### src/rtl/mux3to1_32bit.sv
// ============================================================================
// Module      : mux3to1_32bit
// Description : Three-input word selector for the RISC-V datapath. Produces a
//               purely combinational result r chosen by a 2-bit select, plus
//               an enable-gated registered copy of the result and select code.
// Revision    : 1.0 - initial release
// ============================================================================
`default_nettype none

module mux3to1_32bit #(
    parameter int WIDTH = 32
) (
    input  logic             clk_i,
    input  logic             rst_i,
    input  logic             en_i,
    input  logic [WIDTH-1:0] a,
    input  logic [WIDTH-1:0] b,
    input  logic [WIDTH-1:0] c,
    input  logic [1:0]       sel,
    output logic [WIDTH-1:0] r,
    output logic [WIDTH-1:0] r_q,
    output logic [1:0]       sel_q
);

    localparam logic [1:0] c_SEL_A  = 2'b00;
    localparam logic [1:0] c_SEL_B  = 2'b01;
    localparam logic [1:0] c_SEL_C  = 2'b10;
    localparam logic [1:0] c_SEL_C2 = 2'b11;

    logic [WIDTH-1:0] w_r;
    logic [WIDTH-1:0] r_data_q;
    logic [WIDTH-1:0] w_data_d;
    logic [1:0]       r_sel_q;
    logic [1:0]       w_sel_d;

    // Combinational select; code 11 aliases source c. An unknown select
    // matches no item and drives X so it cannot hide behind a default source.
    always_comb begin
        w_r = 'x;
        case (sel)
            c_SEL_A:           w_r = a;
            c_SEL_B:           w_r = b;
            c_SEL_C, c_SEL_C2: w_r = c;
            default:           w_r = 'x;
        endcase
    end

    assign r = w_r;

    // Next-state for the registered copy: load on enable, otherwise hold.
    always_comb begin
        w_data_d = r_data_q;
        w_sel_d  = r_sel_q;
        if (en_i) begin
            w_data_d = w_r;
            w_sel_d  = sel;
        end
    end

    // Registered copy with synchronous reset taking priority over enable.
    always_ff @(posedge clk_i) begin
        if (rst_i) begin
            r_data_q <= '0;
            r_sel_q  <= c_SEL_A;
        end else begin
            r_data_q <= w_data_d;
            r_sel_q  <= w_sel_d;
        end
    end

    assign r_q   = r_data_q;
    assign sel_q = r_sel_q;

endmodule

`default_nettype wire

### config.mk
export PLATFORM = sky130hd
export DESIGN_NAME = mux3to1_32bit
export DESIGN_NICKNAME = d
export VERILOG_FILES = /design/src/rtl/mux3to1_32bit.sv
export SDC_FILE = /design/constraint.sdc
export NUM_CORES = 1
export LEC_CHECK = 0
export CORE_MARGIN = 2
export CORE_UTILIZATION = 37
export DETAILED_ROUTE_END_ITERATION = 7
export HOLD_SLACK_MARGIN = 0.12
export PLACE_DENSITY_LB_ADDON = 0.05
export SETUP_SLACK_MARGIN = 0.5
export SYNTH_ARGS = -nofsm -noshare
export SYNTH_HDL_FRONTEND = slang
export SYNTH_SLANG_ARGS = --single-unit
### constraint.sdc
create_clock -name clk_i -period 1.5 [get_ports clk_i]
set_clock_uncertainty 0.2 [all_clocks]
set_input_delay 0.225 -clock clk_i [delete_from_list [all_inputs] [get_ports clk_i]]
set_output_delay 0.225 -clock clk_i [all_outputs]
set_load 0.05 [all_outputs]
==> results of run 1 <==
metrics by stage:
step / setup WS (ns) / setup TNS, ns
global placement: -0.119 / -3.97
detailed placement: -0.202 / -5.29
floorplan: 0.0229 / 0
cell usage after synthesis (all sizes together):
cell    count
clkbuf      7
nand4b     32
dfxtp      34
nand2b     32
or3b        1
buf        22
nor2        2
mux2i      66
o221ai     32
inv        32
kinds of logic after synthesis:
kind of cell           after synthesis  share of synthesized area
AOI/OAI and AO/OA                   32                      0.181
buffers and inverters               61                      0.111
DFF                                 34                      0.263
muxes                               66                      0.255
and+or+nand+nor                     67                      0.192
==> flow_summary.yaml, run 1 <==
placement:
  numPortBuffers: 166
  gp_congestion: 0.719
  dp_hpwl_um: 7520
  dpl.cell_count: 563
  placed_cell_area_sq_um: 5850
status:
  failing_step: "clock tree synthesis (4_1_cts)"
  run_status: "aborted with a tool error"
  error_line: "[ERROR DPL-0038] Utilization greater than 100%, impossible to legalize"
yosys:
  synth_area_sq_um: 2590
  synth_top_cell_by_area: "dfxtp_1"
  netlist.area_leader.share: 0.263
  yosysWarnings: 0
  synthCells: 260
  ys_seq_area_frac: 0.263
  avgSynthCellArea_sq_um: 9.97
  synth_fp_nets: 361
  yosys.cell_types.count: 14
  synthTopCellsByArea: "dfxtp_1, mux2i_1, o221ai_2"
  ys_ff_latch: 34
floorplanning:
  start_util: 0.382
  pin_count: 167
  die_w_um: 87.7
  fp-row-count: 30
  die_y_um: 87.7
clock_network:
  postCtsHoldBufs: 0
  cts_made_buffers: 5
  clockBufferDepth: 2
  cts_num_sinks: 34
  post_cts_buffers: 29
  clock-root-buffer: "clkbuf_8"
  cts_max_level: 2
  cts_resized: 202
==> run 2: changes to the inputs <==
CORE_UTILIZATION = 35   (was 37)
HOLD_SLACK_MARGIN = default   (was 0.12)
PLACE_DENSITY_LB_ADDON = 0.15   (was 0.05)
SETUP_SLACK_MARGIN = default   (was 0.5)
==> flow_summary.yaml, run 2 <==
routing:
  wl_per_cell_um: 24.5
  firstDrtPassIters: 4
  drt-vias-per-instance: 5.52
  num_vias: 3375
  drt.antenna.violating_nets: 0
  routed_wl_um: 15000
  drt_iter0_drc: 150
  drc: 0
floorplanning:
  die_y_um: 90.1
  die_w_um: 90.1
  pin_count: 167
  die_area_sq_um: 8110
  fp-row-count: 31
  core_sq_um: 7210
  start_util: 0.359
yosys:
  avgSynthCellArea_sq_um: 9.97
  synth_area_sq_um: 2590
  synthTopCellsByArea: "dfxtp_1, mux2i_1, o221ai_2"
  synth-edff-count: 0
  ys_ff_latch: 34
  synth_fp_nets: 361
  ys_seq_area_frac: 0.263
  yosysMostFrequentCell: "mux2i_1"
  synth_top_cell_by_area: "dfxtp_1"
  yosys.cell_types.count: 14
  netlist.area_leader.share: 0.263
  yosysWarnings: 0
  synthCells: 260
  synth_flop_cell: "dfxtp_1"
  ys_async_sr_fraction: 0
  synth_common_cells: "mux2i_1, dfxtp_1, inv_1, nand2b_1, nand4b_1"
power_and_ir_drop:
  intPower_mw: 2.73
  p_switching_mw: 1.70
  seqPwrFrac: 0.238
  p_leak_nw: 2.75
  p_clk_frac: 0.187
  power_frac_comb: 0.575
  cellPowerDensity_nw_per_um2: 667
  power_mw: 4.43
  irDropWorstVdd_mv: 0.476
  switching_share: 0.384
grt:
  grt_max_degree: 67
  grt_pass1_wl_um: 20500
  grtUsageTotal: 0.324
  grt_pass1_vias: 3619
  grt_antenna_before_repair: 0
  overflow: 0
worst_setup_path:
  worstPathRequired_ns: 1.07
  slowest_stage: "mux2i_4"
  cp.arrival_ns: 1.16
  worstPathCellList: "buf_16, buf_16, mux2i_4, mux2i_4, buf_12"
  worstSetupPathType: "in -> out"
  crit_path_end_kind: "primary output"
  critical_path.max_stage_delay_ns: 0.32
  path_max_fanout: 8
  cp-start-kind: "input port"
timing:
  worstMarginPinSlew_ns: 0.640
  rsz0062_at_grt: "yes"
  setup_slack_ns: -0.0857
  period_minus_slack_ns: 1.59
  slew_violations: 0
  setup_viol: 24
  max_freq_ghz: 0.631
  final_hold_viol_count: 0
  fin_crit_sh: 1.06
  slew_headroom: 0.573
layout:
  layout_common_cells: "buf_4, dlygate4sd2_1, mux2i_4"
  n_antenna_cell: 0
  drive_above_1_share: 0.596
  largest_reg_flops: 32
  syn_to_final_growth_pct: 156
  finish.net_count: 612
  final_area_sq_um: 6630
  layout_commonest_cell: "buf_4"
clock_network:
  clock-root-buffer: "clkbuf_8"
  clock_latency_ns: 0.28
  cts_made_buffers: 5
  cts_max_level: 2
  cts_tree: "done"
  clockBufferDepth: 2
  clkTransAtPathRegs_ns: 0.08
  cts_num_sinks: 34
placement:
  dp_hpwl_um: 7330
  placed_cell_area_sq_um: 5770
  numPortBuffers: 166
  gp_congestion: 0.796
  dp_slack_ns: -0.193
min_path:
  worstHoldPathType: "in -> reg"
job:
  drv_cap: 0
status:
  run_status: "finished with violations"
  violations: "negative setup slack"
-- run 2: worst max-delay path: cells and delay by family --
kind	cells	cell delay, ns
buf+inv	3	0.49
mux	2	0.43
-- run 2: final cells by class --
class | instances | area, sq um
multi-input combinational | 165 | 2430
tap | 99 | 124
clock buffer | 8 | 110
sequential | 34 | 681
inverter | 32 | 120
fill | 235 | 581
timing repair buffer | 273 | 3170
-- run 2: layer usage --
metal | part of all wire | up-vias | wire [um] | global-route usage
met3 | 0.062 | 45 | 923 | 0.0780
met1 | 0.35 | 1652 | 5300 | 0.343
met4 | 0.047 | 0 | 697 | 0.127
met2 | 0.54 | 201 | 8060 | 0.613
met5 | 0 | - | 0 | 0
li1 | - | 1477 | - | -
-- run 2: path summary, 6_finish.rpt --
kind / start / depth (start not counted) / slack [ns] / endpoint
min reg2reg: r_q[25] / 2 / 0.37 / r_q[25]
max reg2reg: r_q[3] / 2 / 0.49 / r_q[3]
min: c[19] / 3 / 0.09 / r_q[19]
max: sel[0] / 5 / -0.09 / r[9]
-- run 2: cells by family (layout without fill, tap and decap cells) --
logic type             count (synthesis)  count (layout)  share of synthesized area
AO/OA/AOI/OAI                         32              32                      0.181
buffers and inverters                 61             313                      0.111
multiplexers                          66              66                      0.255
AND/OR/NAND/NOR                       67              67                      0.192
flip-flops                            34              34                      0.263
-- run 2: metrics by stage --
stage	cells	hold WS (ns)	TNS, ns	utilization
after floorplan	260	0.194	0	-
after global placement	562	0.336	-3.91	0.800
after detailed placement	562	0.357	-5.00	0.800
after CTS	596	0.167	-0.143	0.900
after global routing	611	0.130	-1.05	0.920
final	611	0.0883	-0.646	0.920
-- run 2: power groups by stage --
stage,sequential [mW],combinational (mW),clock (mW)
floorplan,1.26,0.939,0
global placement,1.06,2.17,0
detailed placement,1.06,2.21,0
CTS,1.04,2.42,0.817
global route,1.06,2.61,0.860
finish,1.05,2.55,0.828
-- run 2: timing repair --
item / CTS / global route
setup endpoints to repair: 32 / 28
buffers inserted: 19 / 14
hold buffers: 0 / 0
cloned: 7 / 1
resized for setup: 179 / 5
Power figures use the tool's default switching activity.
==> run 3: changes to the inputs <==
CTS_CLUSTER_DIAMETER = 30   (was default)
GPL_ROUTABILITY_DRIVEN = 0   (was default)
REMOVE_ABC_BUFFERS = 1   (was default)
==> flow_summary.yaml, run 3 (synthesis gave the netlist of run 2 again) <==
worst_setup_path:
  crit_path_end_kind: "primary output"
  worstPathRequired_ns: 1.07
  r2r_cells: 2
  path_max_fanout: 8
  ff2ff_setup_slack_ns: 0.28
  worstReg2RegEnd: "r_q[23]"
  cp.arrival_ns: 1.37
  worstSetupPathType: "in -> out"
  r2r_start: "r_q[23]"
  cp-start-kind: "input port"
min_path:
  worstHoldPathType: "in -> reg"
  hold_depth: 3
  hp-start: "en_i"
  min_to: "r_q[21]"
clock_network:
  cts_num_sinks: 34
  cts_tree: "done"
  clockBufferDepth: 2
  cts_max_level: 2
  clock-root-buffer: "clkbuf_8"
  postCtsHoldBufs: 0
  clock_latency_ns: 0.29
  cts_made_buffers: 5
  clkTransAtPathRegs_ns: 0.08
layout:
  layout_common_cells: "buf_4, dlygate4sd2_1, buf_12"
  layout_commonest_cell: "buf_4"
  finish.net_count: 651
  largest_reg_flops: 32
  n_antenna_cell: 0
  syn_to_final_growth_pct: 165
  drive_above_1_share: 0.541
grt:
  grt_antenna_before_repair: 0
  grtUsageTotal: 0.355
  grt_pass1_vias: 4020
  overflow: 0
  grt_max_degree: 38
  grt_pass1_wl_um: 22600
floorplanning:
  die_w_um: 90.1
  pin_count: 167
  die_area_sq_um: 8110
  core_sq_um: 7210
  fp-row-count: 31
  start_util: 0.359
  die_y_um: 90.1
power_and_ir_drop:
  power_mw: 4.62
  p_clk_frac: 0.165
  irDropWorstVdd_mv: 0.546
  cellPowerDensity_nw_per_um2: 672
  switching_share: 0.381
  intPower_mw: 2.86
  seqPwrFrac: 0.231
  p_leak_nw: 3.16
  p_switching_mw: 1.76
  power_frac_comb: 0.604
timing:
  setup_tns_ns: -4.02
  rsz0062_at_grt: "yes"
  slew_headroom: 0.749
  final_hold_viol_count: 0
  fin_crit_sh: 1.20
  worstMarginPinSlew_ns: 0.376
  max_freq_ghz: 0.558
  setup_viol: 35
  setup_slack_ns: -0.293
  slew_violations: 0
  period_minus_slack_ns: 1.79
routing:
  routed_wl_um: 18600
  drt-vias-per-instance: 5.98
  drc: 0
  wl_per_cell_um: 28.6
  drt_iter0_drc: 374
  drt.antenna.violating_nets: 0
  firstDrtPassIters: 5
  num_vias: 3885
job:
  drv_cap: 0
status:
  violations: "negative setup slack"
  run_status: "finished with violations"
placement:
  dp_hpwl_um: 7010
  numPortBuffers: 166
[run 3: cell types whose count changed in the layout (fill, tap and decap cells not counted), sizes merged]
cell           previous run  this run
dlygate4sd2              91        96
clkdlybuf4s50             1         0
buf                     175       193
dlymetal6s2s              4         0
clkinv                    0         1
bufbuf                    1        21
[run 3: worst max-delay path, cell delays in order]
cell	delay, ns
buf_12	0.13
buf_16	0.16
mux2i_4	0.20
mux2i_1	0.28
bufbuf_16	0.35
[run 3: metal layers]
layer	vias to the layer above	track usage	wire length, um
met5	-	0	0
met4	0	0.159	1670
met3	136	0.107	1790
met2	365	0.657	9110
met1	1835	0.367	6040
li1	1549	-	-
[run 3: worst max path at each step]
stage | to | depth (start not counted) | startpoint | slack (ns)
after floorplan | r_q[25] | 2 | en_i | -0.30
after global placement | r_q[31] | 4 | sel[1] | -0.13
after detailed placement | r[9] | 4 | a[9] | -0.18
after CTS | r[9] | 5 | sel[0] | -0.12
after global routing | r[4] | 5 | sel[0] | -0.30
final | r[4] | 5 | sel[0] | -0.29
[run 3: per-stage QoR]
stage          cells  hold slack (ns)  setup WS, ns  area [sq um]  utilization
5_1_grt          650            0.153        -0.301          6880        0.954
4_1_cts          647           0.0815        -0.116          6620        0.917
3_3_place_gp     573            0.339        -0.131          5490        0.761
6_report         650            0.128        -0.293          6880        0.954
2_1_floorplan    231           0.0974        -0.303          2430            -
3_5_place_dp     573            0.353        -0.183          5490        0.761
[run 3: cell type report]
class	count	area, sq um
clock inverter	1	5.00
timing repair buffer	312	3780
multi-input combinational	165	2080
inverter	32	120
sequential	34	681
fill	151	335
tap	99	124
clock buffer	7	86.3
[run 3: what timing repair did]
action                     4_1_cts  5_1_grt
setup endpoints to repair       32       36
resized for setup              178       37
setup buffers                   60        5
pin swaps                        0        5
cloned                           6        0
[run 3: power by group through the flow]
stage	Sequential, mW	Clock, mW	Combinational, mW
after floorplan	1.26	0	0.583
after CTS	1.04	0.715	2.52
after global placement	1.06	0	2.05
after global routing	1.07	0.779	2.84
after detailed placement	1.06	0	2.09
final	1.07	0.764	2.79
==> run 4: changes to the inputs <==
ABC_CLOCK_PERIOD_IN_PS = 1500   (was default)
==> results of run 4 <==
The final DEF is identical to that of run 3; final timing and power are the same.
